File: src/rtl/rect_draw_sequencer.sv
// Rectangle-drawing controller: captures two corners with the record button,
// normalizes them into a box and walks its perimeter one pixel per handshake.
module rect_draw_sequencer #(
    parameter int COORD_W = 10,
    parameter int H_MAX   = 639,
    parameter int V_MAX   = 479
) (
    input  logic               clk,
    input  logic               rst,
    input  logic               record_rect_pt,
    input  logic               draw_rectangle,
    input  logic               abort,
    input  logic [COORD_W-1:0] cursor_x,
    input  logic [COORD_W-1:0] cursor_y,
    input  logic               pix_ready,
    output logic               pix_valid,
    output logic [COORD_W-1:0] pix_x,
    output logic [COORD_W-1:0] pix_y,
    output logic [COORD_W-1:0] rect_x0,
    output logic [COORD_W-1:0] rect_y0,
    output logic [COORD_W-1:0] rect_x1,
    output logic [COORD_W-1:0] rect_y1,
    output logic               busy,
    output logic               done,
    output logic [2:0]         state
);

    localparam logic [2:0] S_IDLE     = 3'd0;
    localparam logic [2:0] S_PT1_HELD = 3'd1;
    localparam logic [2:0] S_ARMED    = 3'd2;
    localparam logic [2:0] S_TOP      = 3'd3;
    localparam logic [2:0] S_RIGHT    = 3'd4;
    localparam logic [2:0] S_BOTTOM   = 3'd5;
    localparam logic [2:0] S_LEFT     = 3'd6;
    localparam logic [2:0] S_DONE     = 3'd7;

    localparam logic [COORD_W-1:0] H_LIM = COORD_W'(H_MAX);
    localparam logic [COORD_W-1:0] V_LIM = COORD_W'(V_MAX);
    localparam logic [COORD_W-1:0] ONE   = COORD_W'(1);

    function automatic logic [COORD_W-1:0] clamp_x(input logic [COORD_W-1:0] v);
        return (v > H_LIM) ? H_LIM : v;
    endfunction

    function automatic logic [COORD_W-1:0] clamp_y(input logic [COORD_W-1:0] v);
        return (v > V_LIM) ? V_LIM : v;
    endfunction

    logic               rec_q;
    logic               rise;
    logic               fall;
    logic               accept;
    logic [COORD_W-1:0] cap_x;
    logic [COORD_W-1:0] cap_y;
    logic [COORD_W-1:0] p1_x;
    logic [COORD_W-1:0] p1_y;

    assign rise   = record_rect_pt & ~rec_q;
    assign fall   = ~record_rect_pt & rec_q;
    assign accept = pix_valid & pix_ready;
    assign cap_x  = clamp_x(cursor_x);
    assign cap_y  = clamp_y(cursor_y);
    assign busy   = (state == S_TOP) || (state == S_RIGHT) ||
                    (state == S_BOTTOM) || (state == S_LEFT);
    assign done   = (state == S_DONE);

    // Register the button level so edges can be detected against the previous cycle.
    always_ff @(posedge clk or posedge rst) begin
        if (rst) rec_q <= 1'b0;
        else     rec_q <= record_rect_pt;
    end

    // Corner capture, normalization and perimeter walk; segment ends are tested
    // before stepping so coordinates never wrap, and empty segments fall through.
    always_ff @(posedge clk or posedge rst) begin
        if (rst) begin
            state     <= S_IDLE;
            pix_valid <= 1'b0;
            pix_x     <= '0;
            pix_y     <= '0;
            p1_x      <= '0;
            p1_y      <= '0;
            rect_x0   <= '0;
            rect_y0   <= '0;
            rect_x1   <= '0;
            rect_y1   <= '0;
        end else if (abort) begin
            state     <= S_IDLE;
            pix_valid <= 1'b0;
        end else begin
            case (state)
                S_IDLE: begin
                    if (rise) begin
                        p1_x  <= cap_x;
                        p1_y  <= cap_y;
                        state <= S_PT1_HELD;
                    end
                end
                S_PT1_HELD: begin
                    if (fall) begin
                        rect_x0 <= (p1_x < cap_x) ? p1_x : cap_x;
                        rect_x1 <= (p1_x < cap_x) ? cap_x : p1_x;
                        rect_y0 <= (p1_y < cap_y) ? p1_y : cap_y;
                        rect_y1 <= (p1_y < cap_y) ? cap_y : p1_y;
                        state   <= S_ARMED;
                    end
                end
                S_ARMED: begin
                    if (rise) begin
                        p1_x  <= cap_x;
                        p1_y  <= cap_y;
                        state <= S_PT1_HELD;
                    end else if (draw_rectangle) begin
                        pix_x     <= rect_x0;
                        pix_y     <= rect_y0;
                        pix_valid <= 1'b1;
                        state     <= S_TOP;
                    end
                end
                S_TOP: begin
                    if (accept) begin
                        if (pix_x < rect_x1) begin
                            pix_x <= pix_x + ONE;
                        end else if (rect_y1 > rect_y0) begin
                            pix_y <= rect_y0 + ONE;
                            state <= S_RIGHT;
                        end else begin
                            pix_valid <= 1'b0;
                            state     <= S_DONE;
                        end
                    end
                end
                S_RIGHT: begin
                    if (accept) begin
                        if (pix_y < rect_y1) begin
                            pix_y <= pix_y + ONE;
                        end else if (rect_x1 > rect_x0) begin
                            pix_x <= rect_x1 - ONE;
                            state <= S_BOTTOM;
                        end else begin
                            pix_valid <= 1'b0;
                            state     <= S_DONE;
                        end
                    end
                end
                S_BOTTOM: begin
                    if (accept) begin
                        if (pix_x > rect_x0) begin
                            pix_x <= pix_x - ONE;
                        end else if ((rect_y1 - rect_y0) > ONE) begin
                            pix_y <= rect_y1 - ONE;
                            state <= S_LEFT;
                        end else begin
                            pix_valid <= 1'b0;
                            state     <= S_DONE;
                        end
                    end
                end
                S_LEFT: begin
                    if (accept) begin
                        if ((pix_y - ONE) > rect_y0) begin
                            pix_y <= pix_y - ONE;
                        end else begin
                            pix_valid <= 1'b0;
                            state     <= S_DONE;
                        end
                    end
                end
                default: begin
                    state <= S_ARMED;
                end
            endcase
        end
    end

endmodule

File: config.mk
export PLATFORM = sky130hd
export DESIGN_NAME = rect_draw_sequencer
export DESIGN_NICKNAME = d
export VERILOG_FILES = /design/src/rtl/rect_draw_sequencer.sv
export SDC_FILE = /design/constraint.sdc
export NUM_CORES = 1
export LEC_CHECK = 0
export BUFFER_PORTS_ARGS = -buffer_cell sky130_fd_sc_hd__buf_2
export CAP_MARGIN = 40
export CORE_AREA = 5 5 159 161
export CTS_BUF_LIST = sky130_fd_sc_hd__clkbuf_4
export DETAILED_ROUTE_END_ITERATION = 16
export DIE_AREA = 0 0 164 166
export PLACE_DENSITY = 0.58
export SLEW_MARGIN = 20
export SYNTH_ARGS = -nofsm -noshare
export SYNTH_HDL_FRONTEND = slang
export SYNTH_SLANG_ARGS = --single-unit
File: constraint.sdc
create_clock -name clk -period 4.63 [get_ports clk]
set_input_delay 0.2315 -clock clk [delete_from_list [all_inputs] [get_ports clk]]
set_output_delay 0.2315 -clock clk [all_outputs]
set_load 0.1 [all_outputs]
==> impl_metrics.json, run 1 <==
{
  "postCtsSetupBuffers": 0,
  "post-dp-hpwl_mm": 20.4,
  "synth-main-ff-cell": "sky130_fd_sc_hd__dfrtp_1",
  "synth_top_family_by_area": "compound AO/OA/AOI/OAI gates",
  "core_mm2": 0.0238,
  "layout.cells.most_common_list": "sky130_fd_sc_hd__nand2_1 (96), sky130_fd_sc_hd__buf_2 (91), sky130_fd_sc_hd__o21ai_0 (90), sky130_fd_sc_hd__ha_1 (88), sky130_fd_sc_hd__dfrtp_1 (85)",
  "detail_route.vias_per_cell": 5.67,
  "avgSynthCellArea_um2": 7.93,
  "synth.net_count": 1141,
  "worstPathMaxFanout": 13,
  "detailroute.via_count": 8081,
  "ys_seq_elements": 85,
  "root_buffer_master": "sky130_fd_sc_hd__clkbuf_4",
  "crit_path_top_delay_cell": "sky130_fd_sc_hd__dfrtp_1",
  "numPortBuffers": 91,
  "grt_pass1_vias": 7634,
  "max_slew_margin_pct": 44.6,
  "synthMuxAreaShare_pct": 2.74,
  "path_common_cell": "sky130_fd_sc_hd__o211ai_1",
  "path_class": "flop to flop",
  "worst_setup_hold_path_clk_slew_ns": 0.17,
  "fill_cells": 2512,
  "flow.area_growth_from_synthesis_pct": 12.6,
  "floorplan.initialDensity_pct": 34.1,
  "finalSetupViolCount": 0,
  "clock_latency_late_sink_ns": 0.49,
  "timing.hold.worst.start": "cursor_x[9]",
  "tritoncts_clock_tree": "yes",
  "synth-seq-area-share_pct": 26.2,
  "setup_tns_ns": 0,
  "mostFrequentLayoutCell": "sky130_fd_sc_hd__nand2_1",
  "critical-path-top-delay-family": "simple AND/OR/NAND/NOR gates",
  "synth_compound_area_share_pct": 25.7,
  "synthSimpleGateAreaFrac_pct": 20.6,
  "max_slew_violations": 0,
  "cts_repair_resize_count": 0,
  "maxCapViolations": 0,
  "grt_max_degree": 45,
  "finalCritPeriodShare_pct": 84.0,
  "worstSetupEndpointType": "flop",
  "synthXorXnorAreaFrac_pct": 4.42,
  "synth_enable_flop_cells": 0,
  "die_y_um": 166,
  "netlist_instances": 1025,
  "cts_made_buffers": 9,
  "die_area_mm2": 0.0272,
  "routedWlPerCell_um": 18.7,
  "worst-path-buf-inv": 0,
  "gp_congestion": 0.930,
  "grt_pass1_wl_mm": 42.5,
  "htree_num_levels": 3,
  "netlist_area_mm2": 0.00813,
  "synthAdderAreaFrac_pct": 14.0,
  "worst_slew_pin_slew_ns": 0.809,
  "number_of_nets_still_failing_antenna_checks_after_routing": 0,
  "overall_fraction_of_global_route_tracks_in_use_pct": 19.4,
  "drive_above_1_share_pct": 13.5,
  "synth_warnings": 0,
  "rsz0062_at_grt": "no",
  "worstHoldPathType": "primary input to flop",
  "post_route_skew_ns": 0.0227,
  "synth_cell_type_count": 73,
  "drt_drc_violations_left": 0,
  "crit_start": "pix_y[2]",
  "core.rowCount": 57,
  "grt.overflow.total": 0,
  "outcome": "finished clean",
  "numClockSinks": 85,
  "report.final.hold_viol_count": 0,
  "die_w_um": 164,
  "postSynth.asyncResetShare_pct": 100,
  "drt_pre_antenna_iters": 5,
  "antenna_found_initial": 1,
  "ioPinCount": 92,
  "critical_path.cell_chain": "nor4_1 -> nand3b_1 -> nor3_1 -> xor2_1 -> ha_1 -> o21a_1 -> a21oi_1 -> o211ai_1 -> nand2_1 -> o211ai_1 -> o21ai_0 -> and3b_1 -> mux2_4",
  "worst_ep_arrival_time_ns": 4.27,
  "critical_path_start_type": "flop",
  "wirelength_mm": 26.7,
  "final.min_clock_period_ns": 3.89,
  "timing.critical_path.required_ns": 5.01,
  "max_freq_ghz": 0.257,
  "beginning_of_the_worst_register_to_register_path": "pix_y[2]",
  "max-clock-path-buffers": 2,
  "drtIter0Drc": 709,
  "slowest_delay_ns": 0.56,
  "finalNetCount": 1211
}
## final timing paths
check | depth (start not counted) | slack (ns) | to
setup / recovery | 13 | 0.74 | pix_y[9]
hold / removal | 3 | 0.09 | rect_x1[9]
setup reg to reg | 13 | 0.74 | pix_y[9]
hold reg to reg | 2 | 0.56 | p1_x[3]
max in group asynchronous | 5 | 3.44 | pix_y[2]
min in group asynchronous | 3 | 0.12 | p1_x[9]
## cells by family (layout without fill, tap and decap cells)
logic type | Yosys count | in the layout
adders and majority gates | 90 | 90
muxes | 20 | 20
other | 1 | 2
AOI/OAI and AO/OA | 318 | 318
and+or+nand+nor | 338 | 338
buffers and inverters | 132 | 207
DFF | 85 | 85
xor gates and xnor gates | 41 | 41
## sequential cells by signal (all words and copies together) (netlist names)
name and count:
pix_x 10, pix_valid 1, state 3, rect_x0 10
p1_y 10, pix_y 10, rect_y1 10, rect_y0 10
p1_x 10, rec_q 1, rect_x1 10
## tightest hold or removal path: stages
cell	delay, ns
sky130_fd_sc_hd__buf_2	0.15
sky130_fd_sc_hd__nand2_1	0.07
sky130_fd_sc_hd__o221ai_1	0.09
## layout make-up
class	count	area, um2	share of cell area, %
antenna	1	2.50	0.0273
clock buffer	9	67.6	0.738
clock inverter	7	103	1.12
inverter	79	298	3.25
multi-input combinational	808	5510	60.2
sequential	85	2130	23.2
tap	324	405	4.43
timing repair buffer	112	638	6.97
## stage by stage
step	worst slack (ns)	hold WS, ns	area, um2	instances	util, %
4_1_cts	0.791	0.0382	9130	1423	38.3
2_1_floorplan	0.621	0.263	8130	1025	-
6_report	0.739	0.0850	9150	1425	38.4
3_3_place_gp	0.966	0.369	8920	1404	37.5
3_5_place_dp	0.840	0.372	8940	1405	37.5
5_1_grt	0.353	0.0660	9150	1425	38.4
## cell usage after synthesis (11+ instances only)
master / instances / area (um2)
sky130_fd_sc_hd__a21oi_1: 71 / 355
sky130_fd_sc_hd__nand4_1: 13 / 81.3
sky130_fd_sc_hd__ha_1: 88 / 1100
sky130_fd_sc_hd__xor2_1: 12 / 105
sky130_fd_sc_hd__mux2i_1: 14 / 140
sky130_fd_sc_hd__a211oi_1: 13 / 97.6
sky130_fd_sc_hd__a221o_1: 11 / 110
sky130_fd_sc_hd__o311ai_0: 24 / 210
sky130_fd_sc_hd__nand3_1: 51 / 255
sky130_fd_sc_hd__dfrtp_1: 85 / 2130
sky130_fd_sc_hd__nand2b_1: 24 / 150
sky130_fd_sc_hd__o21ai_0: 90 / 450
sky130_fd_sc_hd__nor2_1: 66 / 248
sky130_fd_sc_hd__clkbuf_1: 44 / 165
sky130_fd_sc_hd__nand2_1: 96 / 360
sky130_fd_sc_hd__nor3_1: 17 / 85.1
sky130_fd_sc_hd__inv_1: 79 / 297
sky130_fd_sc_hd__o211ai_1: 12 / 90.1
sky130_fd_sc_hd__nor2b_1: 14 / 87.6
sky130_fd_sc_hd__a31oi_1: 12 / 75.1
sky130_fd_sc_hd__xnor2_1: 29 / 254
## layer usage
layer	wire length [um]	GRT usage [%]	part of all wire (%)
met5	0	0	0
met4	695	6.42	2.6
met3	1460	2.43	5.5
met2	12000	30.1	45
met1	12500	27.9	47
## repair_timing
item                                   in CTS  in global routing
endpoints found under the hold margin      42                  0
hold buffers                                2                  0
setup endpoints to repair                   0                  0
Power of run 1 is not shown: default switching activity piles up to over one toggle a cycle in this logic, so the estimate is an artifact.
==> run 2, diff against run 1 <==
--- a/config.mk
+++ b/config.mk
@@ -11,7 +11,7 @@
 export CTS_BUF_LIST = sky130_fd_sc_hd__clkbuf_4
 export DETAILED_ROUTE_END_ITERATION = 16
 export DIE_AREA = 0 0 164 166
-export PLACE_DENSITY = 0.58
+export PLACE_DENSITY = 0.6
 export SLEW_MARGIN = 20
 export SYNTH_ARGS = -nofsm -noshare
 export SYNTH_HDL_FRONTEND = slang
==> constraint.sdc (replaced) <==
create_clock -name clk -period 3.54 [get_ports clk]
set_input_delay 0.177 -clock clk [delete_from_list [all_inputs] [get_ports clk]]
set_output_delay 0.177 -clock clk [all_outputs]
set_load 0.1 [all_outputs]
==> run 2 against run 1 <==
  * Clock skew up 0.012 ns
  * Fmax grew 15%
  * Non-clock buffer count rose by 43
  * Sequential cell count unchanged
  * Final cell count grew 3.0%
  * Sequential share of layout area fell by 0.75 points
  * Critical path type unchanged
==> impl_metrics.json, run 2 (synthesis gave the netlist of run 1 again) <==
{
  "timing.critical_path.required_ns": 3.90,
  "htree_num_levels": 3,
  "detailroute.via_count": 8287,
  "drt_drc_violations_left": 0,
  "finalCritPeriodShare_pct": 95.8,
  "worstPathMaxFanout": 6,
  "path_class": "flop to flop",
  "grt_max_degree": 41,
  "timing.hold.worst.start": "cursor_y[0]",
  "tritoncts_clock_tree": "yes",
  "root_buffer_master": "sky130_fd_sc_hd__clkbuf_4",
  "numPortBuffers": 91,
  "worstHoldPathType": "primary input to flop",
  "hold_ep": "p1_y[0]",
  "routedWlPerCell_um": 18.6,
  "core_mm2": 0.0238,
  "gp_congestion": 0.925,
  "whs_path_depth": 3,
  "clock_latency_late_sink_ns": 0.49,
  "max_freq_ghz": 0.295,
  "layout.cells.most_common_list": "sky130_fd_sc_hd__nand2_1 (96), sky130_fd_sc_hd__buf_2 (91), sky130_fd_sc_hd__o21ai_0 (89), sky130_fd_sc_hd__ha_1 (83), sky130_fd_sc_hd__inv_1 (75)",
  "worstSetupEndpointType": "flop",
  "ioPinCount": 92,
  "beginning_of_the_worst_register_to_register_path": "rect_y1[0]",
  "drt_pre_antenna_iters": 8,
  "cts_made_buffers": 9,
  "wirelength_mm": 27.3,
  "flow.area_growth_from_synthesis_pct": 17.7,
  "report.final.hold_viol_count": 0,
  "timing.reg2reg.setup_slack_ns": 0.15,
  "total_cell_area_at_the_placement_stage_mm2": 0.00934,
  "core.rowCount": 57,
  "worst_slew_pin_slew_ns": 0.840,
  "overall_fraction_of_global_route_tracks_in_use_pct": 19.7,
  "die_y_um": 166,
  "max_slew_margin_pct": 43.3,
  "wl_met3_mm": 1.82,
  "grt_pass1_vias": 7650,
  "mostFrequentLayoutCell": "sky130_fd_sc_hd__nand2_1",
  "rsz0062_at_grt": "no",
  "critical_path_start_type": "flop",
  "die_w_um": 164,
  "grt.overflow.total": 0,
  "reg2reg_depth": 12,
  "worst_ep_arrival_time_ns": 3.75,
  "drtIter0Drc": 891,
  "finalNetCount": 1254,
  "post-route-util_pct": 40.2,
  "worst_setup_hold_path_clk_slew_ns": 0.17,
  "outcome": "finished clean",
  "post-dp-hpwl_mm": 21.5,
  "max-clock-path-buffers": 2,
  "maxCapViolations": 0,
  "top_signal_layer_used": "met4",
  "drt-met1-wl_mm": 12.6,
  "grt_pass1_wl_mm": 43.2,
  "max_slew_violations": 0,
  "setup_tns_ns": 0,
  "drive_above_1_share_pct": 19.3,
  "crit-reg2reg-capture": "pix_y[5]",
  "numClockSinks": 85,
  "detail_route.vias_per_cell": 5.65,
  "wl_met2_mm": 12.3,
  "final.min_clock_period_ns": 3.39,
  "floorplan.initialDensity_pct": 34.1,
  "post_route_skew_ns": 0.0348,
  "number_of_nets_still_failing_antenna_checks_after_routing": 0,
  "postLayoutCellArea_mm2": 0.00957,
  "finalSetupViolCount": 0,
  "die_area_mm2": 0.0272,
  "antenna_found_initial": 1
}
[run 2: cell types whose count changed in the layout (fill, tap and decap cells not counted), sizes merged]
cell	delta
buf	+41
bufinv	-1
clkinv	-1
clkinvlp	+1
dlygate4sd3	+2
inv	+1
[run 2: how the worst max path moves through the flow]
stage | slack (ns) | startpoint | end
after floorplan | 0.01 | rect_y0[2] | pix_y[9]
after detailed placement | 0.09 | rect_y1[0] | pix_y[2]
final | 0.15 | rect_y1[0] | pix_y[5]
after global placement | 0.12 | rect_y1[0] | pix_y[2]
after CTS | 0.06 | rect_y1[0] | pix_y[5]
after global routing | 0.008 | rect_y0[4] | pix_y[5]
[run 2: what timing repair did]
action | CTS | global route
endpoints found under the setup margin | 0 | 7
endpoints found under the hold margin | 43 | 0
setup buffers | 0 | 1
gates resized for setup | 0 | 3
hold buffers | 4 | 0
[run 2: area by class of cell]
cell class,instances,area (um2)
fill,2471,14300
tap,324,405
multi-input combinational,808,5580
timing repair buffer,155,978
clock buffer,9,67.6
sequential,85,2150
clock inverter,7,80.1
inverter,79,298
antenna,1,2.50
[run 2: per-layer routing]
| metal | global-route usage (%) | vias up |
|---|---|---|
| li1 | - | 4018 |
| met1 | 28.4 | 3911 |
| met2 | 30.2 | 313 |
| met3 | 3.05 | 45 |
| met4 | 6.42 | 0 |
| met5 | 0 | - |
[run 2: stage by stage]
| step | worst slack (ns) | hold slack [ns] | cells |
|---|---|---|---|
| after floorplan | 0.0103 | 0.208 | 1025 |
| after global placement | 0.116 | 0.326 | 1444 |
| after detailed placement | 0.0927 | 0.328 | 1445 |
| after CTS | 0.0561 | 0.0278 | 1465 |
| after global routing | 0.00790 | 0.0515 | 1468 |
| final | 0.150 | 0.0450 | 1468 |
[run 2: worst max-delay path: stages, from the launching register on]
cell                       delay, ns
sky130_fd_sc_hd__dfrtp_2        0.42
sky130_fd_sc_hd__inv_1          0.11
sky130_fd_sc_hd__ha_4           0.14
sky130_fd_sc_hd__inv_1          0.05
sky130_fd_sc_hd__fa_2           0.36
sky130_fd_sc_hd__a211oi_2       0.32
sky130_fd_sc_hd__o21ai_0        0.14
sky130_fd_sc_hd__a32oi_1        0.20
sky130_fd_sc_hd__nand3_1        0.15
sky130_fd_sc_hd__or4_4          0.59
sky130_fd_sc_hd__o21a_1         0.20
sky130_fd_sc_hd__and3b_2        0.29
sky130_fd_sc_hd__mux2_4         0.31
Power of run 2 is left out for the same reason.
==> run 3, diff against run 2 <==
--- a/config.mk
+++ b/config.mk
@@ -12,6 +12,7 @@
 export DETAILED_ROUTE_END_ITERATION = 16
 export DIE_AREA = 0 0 164 166
 export PLACE_DENSITY = 0.6
+export SETUP_SLACK_MARGIN = 0.3
 export SLEW_MARGIN = 20
 export SYNTH_ARGS = -nofsm -noshare
 export SYNTH_HDL_FRONTEND = slang
==> constraint.sdc (replaced) <==
create_clock -name clk -period 2.72 [get_ports clk]
set_input_delay 0.136 -clock clk [delete_from_list [all_inputs] [get_ports clk]]
set_output_delay 0.136 -clock clk [all_outputs]
set_load 0.1 [all_outputs]
==> run 3 against run 2 <==
  * The flow now finishes with violations (negative setup slack)
  * Global-route usage increased by 2.7 points
  * Clock skew decreased by 0.0081 ns
  * Utilization increased by 7.4 points
  * Fmax increased by 1.2%
  * Register-to-register slack got worse by 0.78 ns
  * Worst setup slack got worse by 0.78 ns
==> impl_metrics.json, run 3 (synthesis gave the netlist of run 1 again) <==
{
  "path_class": "flop to flop",
  "timing.reg2reg.setup_slack_ns": -0.63,
  "overall_fraction_of_global_route_tracks_in_use_pct": 22.4,
  "clock_latency_late_sink_ns": 0.49,
  "numPortBuffers": 91,
  "violated_checks": "negative setup slack",
  "die_w_um": 164,
  "wirelength_mm": 30.7,
  "gp_congestion": 0.980,
  "power.net_switching_uw": 8850,
  "max_slew_margin_pct": 55.0,
  "worstSetupEndpointType": "flop",
  "worst_ep_arrival_time_ns": 3.75,
  "core_mm2": 0.0238,
  "htree_num_levels": 3,
  "reg2reg_depth": 14,
  "worstPathMaxFanout": 6,
  "post_route_skew_ns": 0.0266,
  "layout.cells.most_common_list": "sky130_fd_sc_hd__buf_4 (205), sky130_fd_sc_hd__nand2_1 (95), sky130_fd_sc_hd__buf_2 (90), sky130_fd_sc_hd__o21ai_0 (79), sky130_fd_sc_hd__ha_1 (69)",
  "drtIter0Drc": 988,
  "max_slew_violations": 0,
  "max-vdd-ir-drop_uv": 1070,
  "final.min_clock_period_ns": 3.35,
  "post-route-util_pct": 47.6,
  "worstHoldPathType": "primary input to async pin",
  "finalNetCount": 1413,
  "drt_pre_antenna_iters": 8,
  "beginning_of_the_worst_register_to_register_path": "pix_y[2]",
  "comb_power_share_pct": 79.3,
  "post-place-ws_ns": -0.620,
  "cts_made_buffers": 9,
  "number_of_nets_still_failing_antenna_checks_after_routing": 0,
  "routedWlPerCell_um": 18.9,
  "crit-reg2reg-capture": "pix_y[5]",
  "drive_above_1_share_pct": 37.8,
  "timing.critical_path.required_ns": 3.12,
  "grt_pass1_vias": 8487,
  "finalCritPeriodShare_pct": 123,
  "maxCapViolations": 0,
  "report.final.hold_viol_count": 0,
  "max-clock-path-buffers": 2,
  "floorplan.initialDensity_pct": 34.1,
  "whs_ns": 0.0187,
  "max_freq_ghz": 0.298,
  "power_leakage_uw": 0.00513,
  "finalSetupViolCount": 14,
  "rsz0062_at_grt": "yes",
  "worst_slew_pin_slew_ns": 0.672,
  "core.rowCount": 57,
  "detail_route.vias_per_cell": 5.55,
  "post-dp-hpwl_mm": 24.1,
  "die_area_mm2": 0.0272,
  "ioPinCount": 92,
  "swShare_pct": 57.5,
  "numClockSinks": 85,
  "drt_drc_violations_left": 0,
  "outcome": "finished, violations left",
  "critical_path_start_type": "flop",
  "flow.area_growth_from_synthesis_pct": 39.5,
  "root_buffer_master": "sky130_fd_sc_hd__clkbuf_4",
  "mostFrequentLayoutCell": "sky130_fd_sc_hd__buf_4",
  "sequential_share_of_power_pct": 15.6,
  "antenna_found_initial": 1,
  "grt_max_degree": 47,
  "grt_pass1_wl_mm": 48.5,
  "tritoncts_clock_tree": "yes",
  "share_clk_of_total_power_pct": 5.1,
  "worst_setup_hold_path_clk_slew_ns": 0.18,
  "detailroute.via_count": 9024,
  "die_y_um": 166,
  "power.density_mw_per_mm2": 1360,
  "fin_ws_ns": -0.631,
  "internal_power_uw": 6540,
  "grt.overflow.total": 0
}
==> run 3: cell count changes in the layout (fill, tap and decap cells not counted), moves of 6 or more <==
| cell | change |
|---|---|
| sky130_fd_sc_hd__a21oi_2 | +7 |
| sky130_fd_sc_hd__inv_1 | -11 |
| sky130_fd_sc_hd__ha_4 | +13 |
| sky130_fd_sc_hd__buf_6 | +7 |
| sky130_fd_sc_hd__ha_1 | -14 |
| sky130_fd_sc_hd__buf_4 | +148 |
| sky130_fd_sc_hd__a21oi_1 | -9 |
| sky130_fd_sc_hd__o21ai_1 | +7 |
| sky130_fd_sc_hd__inv_2 | +7 |
| sky130_fd_sc_hd__o21ai_0 | -10 |
| sky130_fd_sc_hd__o311ai_0 | -6 |
| sky130_fd_sc_hd__dfrtp_2 | +41 |
| sky130_fd_sc_hd__nor2_1 | -7 |
| sky130_fd_sc_hd__dfrtp_1 | -41 |
==> run 3: worst max-delay path by stage <==
stage               start        to  cells past startpoint
2_1_floorplan  rect_y0[5]  pix_y[2]                     13
3_3_place_gp   rect_y1[0]  pix_y[3]                     11
3_5_place_dp   rect_y1[0]  pix_y[5]                     11
4_1_cts          pix_y[2]  pix_y[7]                     14
5_1_grt          pix_y[2]  pix_y[0]                     15
6_report         pix_y[2]  pix_y[5]                     14
==> run 3: area by class of cell <==
class | instances | area, um2
well taps | 324 | 405
clock buffers | 9 | 67.6
fillers | 2357 | 12500
flip-flops and latches | 85 | 2200
clock inverters | 7 | 62.6
multi-input cells | 808 | 6050
repair buffers | 314 | 2240
diodes | 1 | 2.50
inverters | 79 | 308
==> run 3: timing repair <==
action                                  4_1_cts  5_1_grt
endpoints found under the setup margin       31       39
cloned                                        0        0
hold buffers                                  7        0
endpoints found under the hold margin        46        0
buffers inserted                             11       13
pin swaps                                    22       35
resized for setup                            42       43
==> run 3: power by group through the flow <==
| stage | logic (uW) | registers (uW) | clock network, uW |
|---|---|---|---|
| 6_report | 12200 | 2400 | 782 |
| 5_1_grt | 13100 | 2470 | 843 |
| 4_1_cts | 11800 | 2380 | 804 |
| 3_5_place_dp | 11400 | 2400 | 0 |
| 3_3_place_gp | 11400 | 2390 | 0 |
| 2_1_floorplan | 4390 | 5440 | 0 |
==> run 3: critical path: stages (launching register included) <==
cell                       delay [ns]
sky130_fd_sc_hd__dfrtp_2         0.48
sky130_fd_sc_hd__nor4_4          0.33
sky130_fd_sc_hd__buf_4           0.16
sky130_fd_sc_hd__buf_4           0.10
sky130_fd_sc_hd__nand3_2         0.09
sky130_fd_sc_hd__xnor2_2         0.16
sky130_fd_sc_hd__ha_1            0.33
sky130_fd_sc_hd__nand4_1         0.15
sky130_fd_sc_hd__a211o_1         0.29
sky130_fd_sc_hd__o211ai_1        0.14
sky130_fd_sc_hd__nand2_1         0.09
sky130_fd_sc_hd__o211ai_1        0.12
sky130_fd_sc_hd__o21ai_2         0.11
sky130_fd_sc_hd__and3b_2         0.39
sky130_fd_sc_hd__mux2_4          0.32
==> run 3: routing by layer <==
layer / share of wire (%) / up-vias / global-route usage, %
met5: 0 / - / 0
met4: 2.6 / 0 / 6.78
met3: 6.7 / 53 / 2.76
met2: 45 / 357 / 34.5
met1: 46 / 4284 / 32.7
li1: - / 4330 / -
==> run 3: metrics by stage <==
stage	TNS [ns]	instances	cell area, um2	total power (uW)
finish	-7.89	1627	11300	15400
global route	-9.45	1627	11300	16400
CTS	-5.52	1612	11000	15000
detailed placement	-6.79	1578	10600	13800
global placement	-6.14	1578	10600	13700
floorplan	-8.41	1025	8490	9830
Note: power is estimated with default switching activity, not from simulation.
